File: src/rtl/mill_modif_deframer.sv
// Modified-Miller frame assembler: turns X/Y/Z symbols into LSB-first bytes with
// odd-parity check, reporting short/partial/standard frames, timeouts and overflow.
module mill_modif_deframer #(
    parameter int TIMEOUT_CLKS = 96,
    parameter int MAX_BYTES    = 64
) (
    input  logic       clk,
    input  logic       in_PoR,
    input  logic [1:0] in_sym,
    input  logic       in_sym_stb,
    output logic [7:0] out_byte,
    output logic [3:0] out_nbits,
    output logic       out_par_err,
    output logic       out_byte_stb,
    output logic       out_eof_stb,
    output logic [6:0] out_len,
    output logic       out_err_stb,
    output logic [1:0] out_err_code,
    output logic       out_busy
);

    // Handshake: in_sym is consumed on every clock in_sym_stb is high (no back-pressure);
    // each out_*_stb is a single-cycle pulse and its data fields hold until the next pulse.

    localparam logic [1:0] SYM_X   = 2'b10;
    localparam logic [1:0] SYM_Y   = 2'b00;
    localparam logic [1:0] SYM_Z   = 2'b01;
    localparam logic [1:0] SYM_ILL = 2'b11;

    localparam logic [1:0] ERR_ILLEGAL  = 2'd1;
    localparam logic [1:0] ERR_TIMEOUT  = 2'd2;
    localparam logic [1:0] ERR_OVERFLOW = 2'd3;

    localparam int              WDW     = $clog2(TIMEOUT_CLKS + 1);
    localparam logic [WDW-1:0]  WD_LIM  = WDW'(TIMEOUT_CLKS - 1);
    localparam logic [6:0]      MAX_LEN = 7'(MAX_BYTES);

    typedef enum logic {
        IDLE = 1'b0,
        DATA = 1'b1
    } state_t;

    state_t         state, state_n;
    logic           pend_valid, pend_valid_n;
    logic           pend_bit, pend_bit_n;
    logic [3:0]     cnt, cnt_n;
    logic [7:0]     shreg, shreg_n;
    logic [6:0]     len, len_n;
    logic [WDW-1:0] wdog, wdog_n;

    logic [7:0]     byte_n;
    logic [3:0]     nbits_n;
    logic           par_err_n;
    logic           byte_stb_n;
    logic           eof_stb_n;
    logic [6:0]     len_out_n;
    logic           err_stb_n;
    logic [1:0]     err_code_n;

    always_ff @(posedge clk) begin
        if (!in_PoR) begin
            state        <= IDLE;
            pend_valid   <= 1'b0;
            pend_bit     <= 1'b0;
            cnt          <= '0;
            shreg        <= '0;
            len          <= '0;
            wdog         <= '0;
            out_byte     <= '0;
            out_nbits    <= '0;
            out_par_err  <= 1'b0;
            out_byte_stb <= 1'b0;
            out_eof_stb  <= 1'b0;
            out_len      <= '0;
            out_err_stb  <= 1'b0;
            out_err_code <= '0;
        end else begin
            state        <= state_n;
            pend_valid   <= pend_valid_n;
            pend_bit     <= pend_bit_n;
            cnt          <= cnt_n;
            shreg        <= shreg_n;
            len          <= len_n;
            wdog         <= wdog_n;
            out_byte     <= byte_n;
            out_nbits    <= nbits_n;
            out_par_err  <= par_err_n;
            out_byte_stb <= byte_stb_n;
            out_eof_stb  <= eof_stb_n;
            out_len      <= len_out_n;
            out_err_stb  <= err_stb_n;
            out_err_code <= err_code_n;
        end
    end

    assign out_busy = (state == DATA);

    always_comb begin
        state_n      = state;
        pend_valid_n = pend_valid;
        pend_bit_n   = pend_bit;
        cnt_n        = cnt;
        shreg_n      = shreg;
        len_n        = len;
        wdog_n       = wdog;
        byte_n       = out_byte;
        nbits_n      = out_nbits;
        par_err_n    = out_par_err;
        byte_stb_n   = 1'b0;
        eof_stb_n    = 1'b0;
        len_out_n    = out_len;
        err_stb_n    = 1'b0;
        err_code_n   = out_err_code;

        case (state)
            IDLE: begin
                wdog_n = '0;
                if (in_sym_stb && in_sym == SYM_Z) begin
                    state_n      = DATA;
                    pend_valid_n = 1'b0;
                    pend_bit_n   = 1'b0;
                    cnt_n        = '0;
                    shreg_n      = '0;
                    len_n        = '0;
                end
            end
            DATA: begin
                if (in_sym_stb) begin
                    wdog_n = '0;
                    // A pending 1 means the previous symbol was X, so Z is illegal there.
                    if (in_sym == SYM_ILL || (in_sym == SYM_Z && pend_valid && pend_bit)) begin
                        err_stb_n  = 1'b1;
                        err_code_n = ERR_ILLEGAL;
                        state_n    = IDLE;
                    end else if (in_sym == SYM_Y && !(pend_valid && pend_bit)) begin
                        eof_stb_n = 1'b1;
                        len_out_n = len;
                        state_n   = IDLE;
                        if (cnt != 4'd0) begin
                            byte_stb_n = 1'b1;
                            byte_n     = shreg;
                            nbits_n    = cnt;
                            par_err_n  = 1'b0;
                            len_out_n  = len + 7'd1;
                        end
                    end else begin
                        pend_valid_n = 1'b1;
                        pend_bit_n   = (in_sym == SYM_X);
                        if (pend_valid) begin
                            if (cnt == 4'd8) begin
                                // Committed bit is the parity bit.
                                if (len == MAX_LEN) begin
                                    err_stb_n  = 1'b1;
                                    err_code_n = ERR_OVERFLOW;
                                    state_n    = IDLE;
                                end else begin
                                    byte_stb_n = 1'b1;
                                    byte_n     = shreg;
                                    nbits_n    = 4'd8;
                                    par_err_n  = ~^{pend_bit, shreg};
                                    len_n      = len + 7'd1;
                                    cnt_n      = '0;
                                    shreg_n    = '0;
                                end
                            end else begin
                                shreg_n[cnt[2:0]] = pend_bit;
                                cnt_n             = cnt + 4'd1;
                            end
                        end
                    end
                end else if (wdog == WD_LIM) begin
                    err_stb_n  = 1'b1;
                    err_code_n = ERR_TIMEOUT;
                    state_n    = IDLE;
                end else begin
                    wdog_n = wdog + 1'b1;
                end
            end
            default: state_n = IDLE;
        endcase
    end

endmodule

File: config.mk
export PLATFORM = sky130hd
export DESIGN_NAME = mill_modif_deframer
export DESIGN_NICKNAME = d
export VERILOG_FILES = /design/src/rtl/mill_modif_deframer.sv
export SDC_FILE = /design/constraint.sdc
export NUM_CORES = 1
export LEC_CHECK = 0
export CAP_MARGIN = 0
export CORE_MARGIN = 3
export CORE_UTILIZATION = 40
export DETAILED_ROUTE_END_ITERATION = 10
export GPL_ROUTABILITY_DRIVEN = 0
export PLACE_DENSITY_LB_ADDON = 0.3
export RECOVER_POWER = 50
export SLEW_MARGIN = 40
export SYNTH_ARGS = -nofsm -noshare
export SYNTH_HDL_FRONTEND = slang
export SYNTH_SLANG_ARGS = --single-unit
File: constraint.sdc
create_clock -name clk -period 2.3 [get_ports clk]
set_input_delay 0.345 -clock clk [delete_from_list [all_inputs] [get_ports clk]]
set_output_delay 0.345 -clock clk [all_outputs]
set_load 0.05 [all_outputs]
# ---- Yosys cells after proc, flatten, opt, wreduce, memory -nomap -nowiden
# Cells that the tools add are included.
dict set report word_totals {
  regBits 54
  output_inout_bits 26
}
dict set report classes {
  add_sub_neg 3
  n_lt_le_gt_ge 2
  eq_ne 21
  mux 83
  bitwise 4
  reduce_logical 22
}
# cell count
set ops {}
lappend ops {{8-bit 2-to-1 mux} 12}
lappend ops {{7-bit 2-to-1 mux} 10}
lappend ops {{4-bit 2-to-1 mux} 12}
lappend ops {{1-bit 2-to-1 mux} 33}
lappend ops {{7-bit case mux with 2 select lines} 2}
lappend ops {{8-bit case mux with 2 select lines} 1}
lappend ops {{7-bit by 1-bit adder with 7-bit output (second input constant)} 2}
lappend ops {{7-bit == test (second input constant)} 2}
lappend ops {{2-bit 2-to-1 mux} 7}
lappend ops {{7-bit AND reduction} 2}
lappend ops {{2-bit != test (second input constant)} 6}
lappend ops {{6-bit AND reduction} 2}
lappend ops {{3-bit by 1-bit != test with 1-bit output (second input constant)} 3}
lappend ops {{3-bit != test (second input constant)} 3}
lappend ops {{9-bit XNOR reduction} 1}
lappend ops {{8-bit bitwise mux} 1}
lappend ops {{4-bit case mux with 2 select lines} 1}
lappend ops {{4-bit AND reduction} 2}
lappend ops {{1-bit logical AND} 6}
lappend ops {{2-bit by 1-bit != test with 1-bit output (second input constant)} 3}
lappend ops {{1-bit case mux with 2 select lines} 3}
lappend ops {{2-bit nonzero test} 3}
lappend ops {{4-bit by 1-bit adder with 4-bit output (second input constant)} 1}
lappend ops {{2-bit == test (second input constant)} 2}
lappend ops {{other kinds (12)} 15}

# ---- Depth between registers and ports, before layout
# Gate-level depths: netlist of run 1.
dict set report depth {
  depth_word 11
  mapped_depth 10
  mapped_depth_nobuf 7
}

# ---- Least setup slack after synthesis of run 1
# Ideal clock, no wire load.
dict set report synth_path {
  path_kind {register to register}
  start {register cnt[1]}
  end {register shreg[2]}
  setup_time_ps 117
  arrival_ps 1911
  required_time_ps 2183
  slack_ps 272
  stages_incl_launch_ff 10
  path_buffers 2
  period_less_slack_ps 2028
  cell_sequence {dfxtp_1 -> clkbuf_1 -> inv_1 -> ha_1 -> and3b_1 -> a31oi_1 -> o211ai_1 -> buf_2 -> o21bai_1 -> a32o_1}
}
dict set report synth_via {
  elab_chain_cells 11
  elab_cells_between_ends 15
}
# item line
set synth_lines {}
lappend synth_lines {{start: declaration} 46} ;# logic [3:0] cnt, cnt_n;
lappend synth_lines {{start signal: assignment} 81} ;# cnt <= cnt_n;
lappend synth_lines {{3-bit by 4-bit < comparator with 1-bit output (not written as such) or 3-bit by 1-bit greater-or-equal comparator with 1-bit output (tied branches)} 166} ;# shreg_n[cnt[2:0]] = pend_bit;
lappend synth_lines {{1-bit logical AND (not written as such)} 166}
lappend synth_lines {{1-bit 2-to-1 mux (not written as such)} 166}
lappend synth_lines {{1-bit demux with 3-bit select} 166}
lappend synth_lines {{8-bit bitwise mux} 166}
lappend synth_lines {{8-bit 2-to-1 mux} 150} ;# if (cnt == 4'd8) begin
lappend synth_lines {{8-bit 2-to-1 mux} 149} ;# if (pend_valid) begin
lappend synth_lines {{8-bit 2-to-1 mux} 135} ;# end else if (in_sym == SYM_Y && !(pend_valid && pend_bit)) begin
lappend synth_lines {{8-bit 2-to-1 mux} 131} ;# if (in_sym == SYM_ILL || (in_sym == SYM_Z && pend_valid && pend_bit)) begin
lappend synth_lines {{8-bit 2-to-1 mux} 128} ;# if (in_sym_stb) begin
lappend synth_lines {{8-bit case mux with 2 select lines} 115} ;# case (state)
lappend synth_lines {{end signal: assignment} 82} ;# shreg <= shreg_n;
lappend synth_lines {{end: declaration} 47} ;# logic [7:0] shreg, shreg_n;
# Several ways; a longest one is shown, not always the timed one. The select of a mux whose other input is x is not followed.
# A chain may end at the register's enable or synchronous reset.

# ---- Worst setup path after layout of run 1
dict set report layout_path {
  start {register state, in the netlist out_busy}
  end {output port out_busy}
}
# item line
set layout_lines {}
lappend layout_lines {{start: declaration} 43} ;# state_t state, state_n;
lappend layout_lines {{start signal: assignment} 78} ;# state <= state_n;
lappend layout_lines {{end: declaration} 19} ;# output logic out_busy
# No word-level cell between the ends.

==> results by group, run 1 <==
Outcome
  – Outcome: completed

Logic synthesis
  – Flops & latches, synth: 54
  – Fraction of the mapped netlist area in simple logic gates: 0.212
  – Share of the yosys chip area belonging to registers: 0.381
  – Mapped cell area: about 2800 um^2
  – Total nets after synthesis: 326
  – Mean instance size in the synthesized netlist: 8.98 um^2
  – FFs w/ async S/R, synth: 0
  – Compound-Gate Fraction of Synth Area: 0.218
  – Cells after synthesis: 316
  – Mux contribution to synthesized area: 0.0392
  – Most instantiated flip-flop cell in the synthesis netlist: sky130_fd_sc_hd__dfxtp_1
  – Xor-xnor portion of the synthesized cell area: 0.0556
  – EDFF count, synth: 0
  – Top cells by area, synth: sky130_fd_sc_hd__dfxtp_1 (38%), sky130_fd_sc_hd__nor2_1 (5.0%), sky130_fd_sc_hd__xnor2_1 (4.3%)
  – Synth Warn #: 0
  – Area share of fa/ha/maj cells after synthesis: 0.0220
  – Top-area cell type share of the netlist area: 0.381
  – Most used standard cell by instance count after synthesis: sky130_fd_sc_hd__dfxtp_1
  – Dominant combinational cell family by area after synthesis: compound AO/OA/AOI/OAI gates
  – Netlist cell types: between 60 and 70
  – Leading area contributor after synthesis: sky130_fd_sc_hd__dfxtp_1
  – Top cell types by occurrence after synthesis: sky130_fd_sc_hd__dfxtp_1 (54), sky130_fd_sc_hd__nor2_1 (38), sky130_fd_sc_hd__nand2_1 (20)

Clocking
  – Insertion delay to the later sink of the worst-skew pair: approximately 0.3 ns
  – Number of sinks driven by the clock tree: between 50 and 60
  – Total clock buffers created by CTS: 5
  – Number of hold-repair buffers added at the cts stage: 0
  – Clock tree from TritonCTS: built
  – Count of H-tree levels built during CTS: 2
  – Maximum clock path buffer count: 2
  – Post-CTS setup repair buffer count: 0
  – CTS Root Cell: sky130_fd_sc_hd__clkbuf_8
  – Clock edge transition at the registers on the reported setup and hold paths: around 0.09 ns
  – Post-cts resize count: 0

STA
  – Setup TNS: 0 ns
  – Final setup slack of the worst path: 0.156 ns
  – Clock period minus final worst setup slack: 2.14 ns
  – Worst hold-check slack: roughly 0.47 ns
  – Post-route clock period utilization: 0.932
  – Worst slew margin relative to its limit: 0.626
  – Worst Max-Slew Pin Slew: between 0.5 and 0.6 ns
  – Setup repair after global routing missed its margin: no
  – Final number of hold-violating endpoints: 0
  – Peak Freq: roughly 0.47 GHz
  – Clock skew: roughly 0.0033 ns
  – Setup-violating endpoint count in the final report: 0
  – Count of pins over their slew limit: 0

Setup path
  – Kind of start point of the critical path: flop
  – CP cell instances: clkdlybuf4s50_1
  – Arrival time at the worst endpoint: 1.80 ns
  – Start-to-end type of the worst setup path: reg2out
  – Required time of the critical path: about 2.0 ns
  – Max FO, Critical Path: 14
  – Crit-path leading delay family: buffers and inverters
  – CP max stage cell: sky130_fd_sc_hd__clkdlybuf4s50_1
  – Worst Path Buf+Inv: 1
  – Capturing element type of the critical path: output port
  – Largest stage delay, worst path: 0.89 ns

Route
  – Number of violations reported at the end of detailed-routing iteration 0: ~120
  – Total length of routed wires: 6050 um
  – Count of nets left with antenna violations after detail routing: 0
  – Via total after detailed routing: around 2400
  – Post-DR wirelength/cell: 13.5 um
  – Drt drc: 0
  – Avg Vias per Cell: roughly 5.2
  – First-pass iteration count of the detailed router: 4

Floorplan
  – Area of the die: approximately 8100 um^2
  – Cell row count: 30
  – Die extent in y: between 90 and 100 um
  – Boundary Pins: 31
  – Initial Utilization: 0.415
  – Core region area: 6830 um^2
  – X dimension of the die: roughly 90 um

Cells and area
  – Area grow syn2layout: 19.7%
  – Total Nets Final: ~360
  – Antenna diode count: 0
  – Fraction of layout instances using a drive strength above 1: 0.130
  – Number of standard cells in the final layout excluding fillers: 449

Place
  – Place WS: roughly 0.054 ns
  – Count of buffers from port buffering: 30
  – Final HPWL DP: roughly 4400 um
  – Placed insts: between 400 and 500

Global route
  – Global route overflow: 0
  – Number of global-route vias before repair: around 2200
  – Maximum number of pins on one net before global-route repair: 23
  – Overall routing resource usage: 0.158
  – Initial antenna violation count: 0
  – Wire length of the first global-routing pass: about 11000 um

Power and ir drop
  – Maximum ir drop on the vdd rail: around 280 uV
  – Power per cell area: around 540 nW/um^2
  – Lkg Pwr: between 1 and 1.5 nW

Flow run
  – Maximum capacitance violations: 0

Worst hold path
  – Hold Crit Class: reg2reg
[routing by layer]
layer	vias to the layer above	global-route usage	part of all wire
met5	-	0	0
met4	0	0.0446	0.011
li1	1209	-	-
met3	7	0.0393	0.035
met1	1091	0.218	0.49
met2	43	0.247	0.46
[cells by family after synthesis]
logic type      count (synthesis)
simple gates                  113
compound gates                 81
flops                          54
buf+inv                        34
xor+xnor                       18
mux                            11
fa+ha+maj                       5
[cells in the final DEF (no fill, tap or decap), types with 8 or more instances in the layout]
cell and n:
sky130_fd_sc_hd__nand2_1 20, sky130_fd_sc_hd__inv_1 13, sky130_fd_sc_hd__o21ai_0 8, sky130_fd_sc_hd__nand3_1 12, sky130_fd_sc_hd__a21oi_1 18, sky130_fd_sc_hd__buf_4 17, sky130_fd_sc_hd__dlygate4sd3_1 23, sky130_fd_sc_hd__nor3_1 8
sky130_fd_sc_hd__xnor2_1 14, sky130_fd_sc_hd__o211ai_1 8, sky130_fd_sc_hd__dfxtp_1 54, sky130_fd_sc_hd__nor2_1 39, sky130_fd_sc_hd__mux2i_1 10
[state kept, by name (all words and copies together) (netlist names)]
| signal | flops |
|---|---|
| out_err_stb | 1 |
| out_nbits | 4 |
| out_err_code | 2 |
| pend_bit | 1 |
| wdog | 7 |
| len | 7 |
| out_len | 7 |
| out_busy | 1 |
| shreg | 8 |
| cnt | 4 |
| out_byte | 8 |
| out_byte_stb | 1 |
| out_par_err | 1 |
| out_eof_stb | 1 |
| pend_valid | 1 |
[power breakdown]
group | switching, mW | internal (mW) | leakage (nW)
clock | 0.307 | 0.464 | 0.0714
combinational | 0.0730 | 0.0413 | 0.749
sequential | 0.00584 | 0.938 | 0.435
total | 0.386 | 1.44 | 1.26
[layout make-up]
type,count,area (um^2)
Sequential cell,54,1080
Timing Repair Buffer,50,455
Multi-Input combinational cell,228,1550
Fill cell,668,3430
Clock buffer,6,82.6
Inverter,13,48.8
Clock inverter,2,60.1
Tap cell,96,120
[per-stage QoR]
stage                     instance area [um^2]  utilization  total power [mW]
after floorplan                           2840            -              1.04
after global placement                    3260        0.478              1.08
after detailed placement                  3260        0.478              1.08
after CTS                                 3410        0.499              1.86
after global routing                      3400        0.497              1.90
final                                     3400        0.497              1.83
[worst min-delay path: stages, from the launching register on]
cell	delay, ns
sky130_fd_sc_hd__dfxtp_1	0.32
sky130_fd_sc_hd__nand2b_2	0.06
sky130_fd_sc_hd__a21oi_1	0.05
[path summary, 6_finish.rpt]
path / startpoint / end / slack (ns) / depth (start not counted)
min: out_nbits[0]$_SDFFE_PN0P_ / out_nbits[0]$_SDFFE_PN0P_ / 0.47 / 2
max reg2reg: cnt[1]$_SDFFE_PN0P_ / out_par_err$_SDFFE_PN0P_ / 0.27 / 8
min reg2reg: out_nbits[0]$_SDFFE_PN0P_ / out_nbits[0]$_SDFFE_PN0P_ / 0.47 / 2
max: out_busy$_SDFF_PN0_ / out_busy / 0.16 / 1
Note: power is estimated with default switching activity, not from simulation.
==> inputs of run 2 (changes only) <==
- CAP_MARGIN: 0 -> 20
- clock period: 2.3 -> 2.1 ns (I/O delays scaled with it)
==> run 2 against run 1 <==
  * Design area is 2.1% higher
  * Critical path depth is 7 higher
  * First-iteration DRC count is 11% higher
  * Worst hold slack hardly changed
  * Sequential share of layout area is 0.65 points lower
  * Flip-flop and latch count stayed put
==> results by group, run 2 (same netlist as run 1, synthesis figures left out) <==
Outcome
  – Outcome: completed

Route
  – Count of nets left with antenna violations after detail routing: 0
  – Top metal layer carrying routed signals: met4
  – Total length of routed wires: between 6000 and 7000 um
  – Via total after detailed routing: between 2000 and 2500
  – Number of violations reported at the end of detailed-routing iteration 0: between 100 and 150
  – Drt drc: 0
  – Avg Vias per Cell: ~5.3
  – M1 wire length: 2910 um
  – Met2 wire length: 3110 um
  – Met3 layer wire length in the routed design: between 200 and 300 um
  – Post-DR wirelength/cell: about 14 um
  – First-pass iteration count of the detailed router: 4

Floorplan
  – Initial Utilization: 0.415
  – Die extent in y: 90.2 um
  – Boundary Pins: 31
  – Area of the die: just over 8000 um^2
  – X dimension of the die: ~90 um
  – Cell row count: 30
  – Core region area: 6830 um^2

STA
  – Clock skew: between 0.007 and 0.008 ns
  – Final number of hold-violating endpoints: 0
  – Count of pins over their slew limit: 0
  – Setup-violating endpoint count in the final report: 0
  – Worst slew margin relative to its limit: 0.604
  – Peak Freq: 0.507 GHz
  – Final setup slack of the worst path: 0.129 ns
  – Clock period minus final worst setup slack: just under 2 ns
  – Worst hold-check slack: 0.468 ns
  – Post-route clock period utilization: 0.939
  – Worst Max-Slew Pin Slew: ~0.60 ns

Global route
  – Maximum number of pins on one net before global-route repair: 23
  – Initial antenna violation count: 0
  – Number of global-route vias before repair: approximately 2300
  – Global route overflow: 0
  – Overall routing resource usage: 0.158
  – Wire length of the first global-routing pass: approximately 11000 um

Place
  – Final HPWL DP: between 4000 and 5000 um
  – Count of buffers from port buffering: 30
  – Post-placement cell area: ~3300 um^2
  – Place WS: -0.0189 ns
  – Placed insts: approximately 450

Power and ir drop
  – Power per cell area: 535 nW/um^2
  – Sw Ratio: 0.227
  – Maximum ir drop on the vdd rail: between 300 and 400 uV
  – Internal Pwr Total: roughly 1.4 mW
  – Share of total power in combinational logic: 0.076
  – Share of total power in the clock network: 0.367
  – Sequential fraction of design power: 0.557
  – Net switching power: about 420 uW
  – Post-layout power: about 1.9 mW
  – Lkg Pwr: 1.30 nW

Clocking
  – Clock tree from TritonCTS: built
  – Post-cts resize count: 0
  – Count of H-tree levels built during CTS: 2
  – Clock edge transition at the registers on the reported setup and hold paths: 0.10 ns
  – Total clock buffers created by CTS: 5
  – CTS Root Cell: sky130_fd_sc_hd__clkbuf_8
  – Number of sinks driven by the clock tree: 54
  – Maximum clock path buffer count: 2
  – Number of hold-repair buffers added at the cts stage: 0
  – Insertion delay to the later sink of the worst-skew pair: 0.30 ns

Setup path
  – Arrival time at the worst endpoint: around 2.2 ns
  – Slack of the worst reg-to-reg path: 0.13 ns
  – Start-to-end type of the worst setup path: reg2reg
  – CP max stage cell: sky130_fd_sc_hd__dfxtp_1
  – Largest stage delay, worst path: 0.34 ns
  – CP cell instances: inv_1 -> ha_1 -> and3b_1 -> a31oi_1 -> o211ai_1 -> buf_4 -> o21bai_1 -> a32o_1
  – Crit-path leading delay family: compound AO/OA/AOI/OAI gates
  – Kind of start point of the critical path: flop
  – Capturing element type of the critical path: flop
  – Depth of the worst register-to-register path: 8
  – Endpoint of the worst register-to-register path: shreg[3]$_SDFFE_PN0P_
  – Worst R2R Start: cnt[1]$_SDFFE_PN0P_
  – Worst Path Buf+Inv: 2
  – Required time of the critical path: 2.29 ns
  – Max FO, Critical Path: 5

Cells and area
  – Area grow syn2layout: 22.2%
  – Post-layout instance area: about 3500 um^2
  – Total Nets Final: between 300 and 400
  – Fraction of layout instances using a drive strength above 1: 0.164
  – Top flop regs: out_byte: 8 flops, shreg: 8 flops
  – Highest-count cells in the layout ignoring fill and taps: sky130_fd_sc_hd__dfxtp_1 (54), sky130_fd_sc_hd__nor2_1 (39), sky130_fd_sc_hd__buf_4 (28)
  – Number of standard cells in the final layout excluding fillers: ~460
  – Leading cell type in the layout, fill and taps excluded: sky130_fd_sc_hd__dfxtp_1
  – Antenna diode count: 0

Worst hold path
  – Hold Path End: out_nbits[2]$_SDFFE_PN0P_
  – Depth of the worst hold-timing path: 2
  – Hold Crit Start: out_nbits[2]$_SDFFE_PN0P_
  – Hold Crit Class: reg2reg

Flow run
  – Maximum capacitance violations: 0
run 2: changes by cell type in the layout (fill, tap and decap cells not counted):
cell                              delta
sky130_fd_sc_hd__clkbuf_8            -1
sky130_fd_sc_hd__clkdlybuf4s50_1     +2
sky130_fd_sc_hd__clkbuf_4            +1
sky130_fd_sc_hd__bufinv_16           -1
sky130_fd_sc_hd__buf_4              +11
sky130_fd_sc_hd__clkbuf_2            +1
sky130_fd_sc_hd__dlygate4sd3_1       -3
sky130_fd_sc_hd__clkinv_2            +2
sky130_fd_sc_hd__buf_12              +1
run 2: layout make-up:
cell class                 instances  area (um^2)
clock inverter                     3         40.0
tap                               96          120
inverter                          13         48.8
clock buffer                       5         68.8
multi-input combinational        228         1550
timing repair buffer              63          561
sequential                        54         1080
fill                             670         3360
run 2: how the worst max path moves through the flow:
stage               depth (start not counted)           startpoint                       end  slack, ns
finish                                      8  cnt[1]$_SDFFE_PN0P_     shreg[3]$_SDFFE_PN0P_       0.13
global route                                8  cnt[1]$_SDFFE_PN0P_     shreg[2]$_SDFFE_PN0P_     -0.007
CTS                                         8  cnt[1]$_SDFFE_PN0P_  out_par_err$_SDFFE_PN0P_       0.05
detailed placement                          7            in_sym[1]     shreg[1]$_SDFFE_PN0P_      -0.02
global placement                            7            in_sym[1]       cnt[2]$_SDFFE_PN0P_       0.04
floorplan                                   9  cnt[1]$_SDFFE_PN0P_     shreg[2]$_SDFFE_PN0P_       0.07
run 2: layer usage:
| layer | vias up | GRT usage |
|---|---|---|
| met3 | 6 | 0.0285 |
| met2 | 62 | 0.265 |
| met1 | 1137 | 0.210 |
| met5 | - | 0 |
| met4 | 0 | 0.0408 |
| li1 | 1240 | - |
run 2: repair_timing:
action / 4_1_cts / 5_1_grt
endpoints found under the setup margin: 0 / 17
setup buffers: 0 / 5
endpoints found under the hold margin: 0 / 0
run 2: worst register-to-register path: cells and delay by family, from the launching register on:
family          cells  cell delay (ns)
flops               1             0.34
compound gates      4             0.78
fa+ha+maj           1             0.22
simple gates        1             0.24
buf+inv             2             0.28
run 2: power groups by stage:
| stage | sequential [mW] | combinational, mW | clock, mW |
|---|---|---|---|
| 6_report | 1.03 | 0.140 | 0.681 |
| 2_1_floorplan | 1.06 | 0.0802 | 0 |
| 4_1_cts | 1.03 | 0.141 | 0.709 |
| 3_5_place_dp | 1.06 | 0.140 | 0 |
| 5_1_grt | 1.03 | 0.153 | 0.746 |
| 3_3_place_gp | 1.06 | 0.138 | 0 |
run 2: through the flow:
| step | TNS, ns | util |
|---|---|---|
| 2_1_floorplan | 0 | - |
| 3_3_place_gp | 0 | 0.488 |
| 3_5_place_dp | -0.0425 | 0.488 |
| 4_1_cts | 0 | 0.504 |
| 5_1_grt | -0.0123 | 0.508 |
| 6_report | 0 | 0.508 |
==> inputs of run 3 (changes only) <==
- SLEW_MARGIN: 40 -> not set
==> results of run 3 <==
Same layout as run 2: the final DEF is identical, and so are final timing and power.
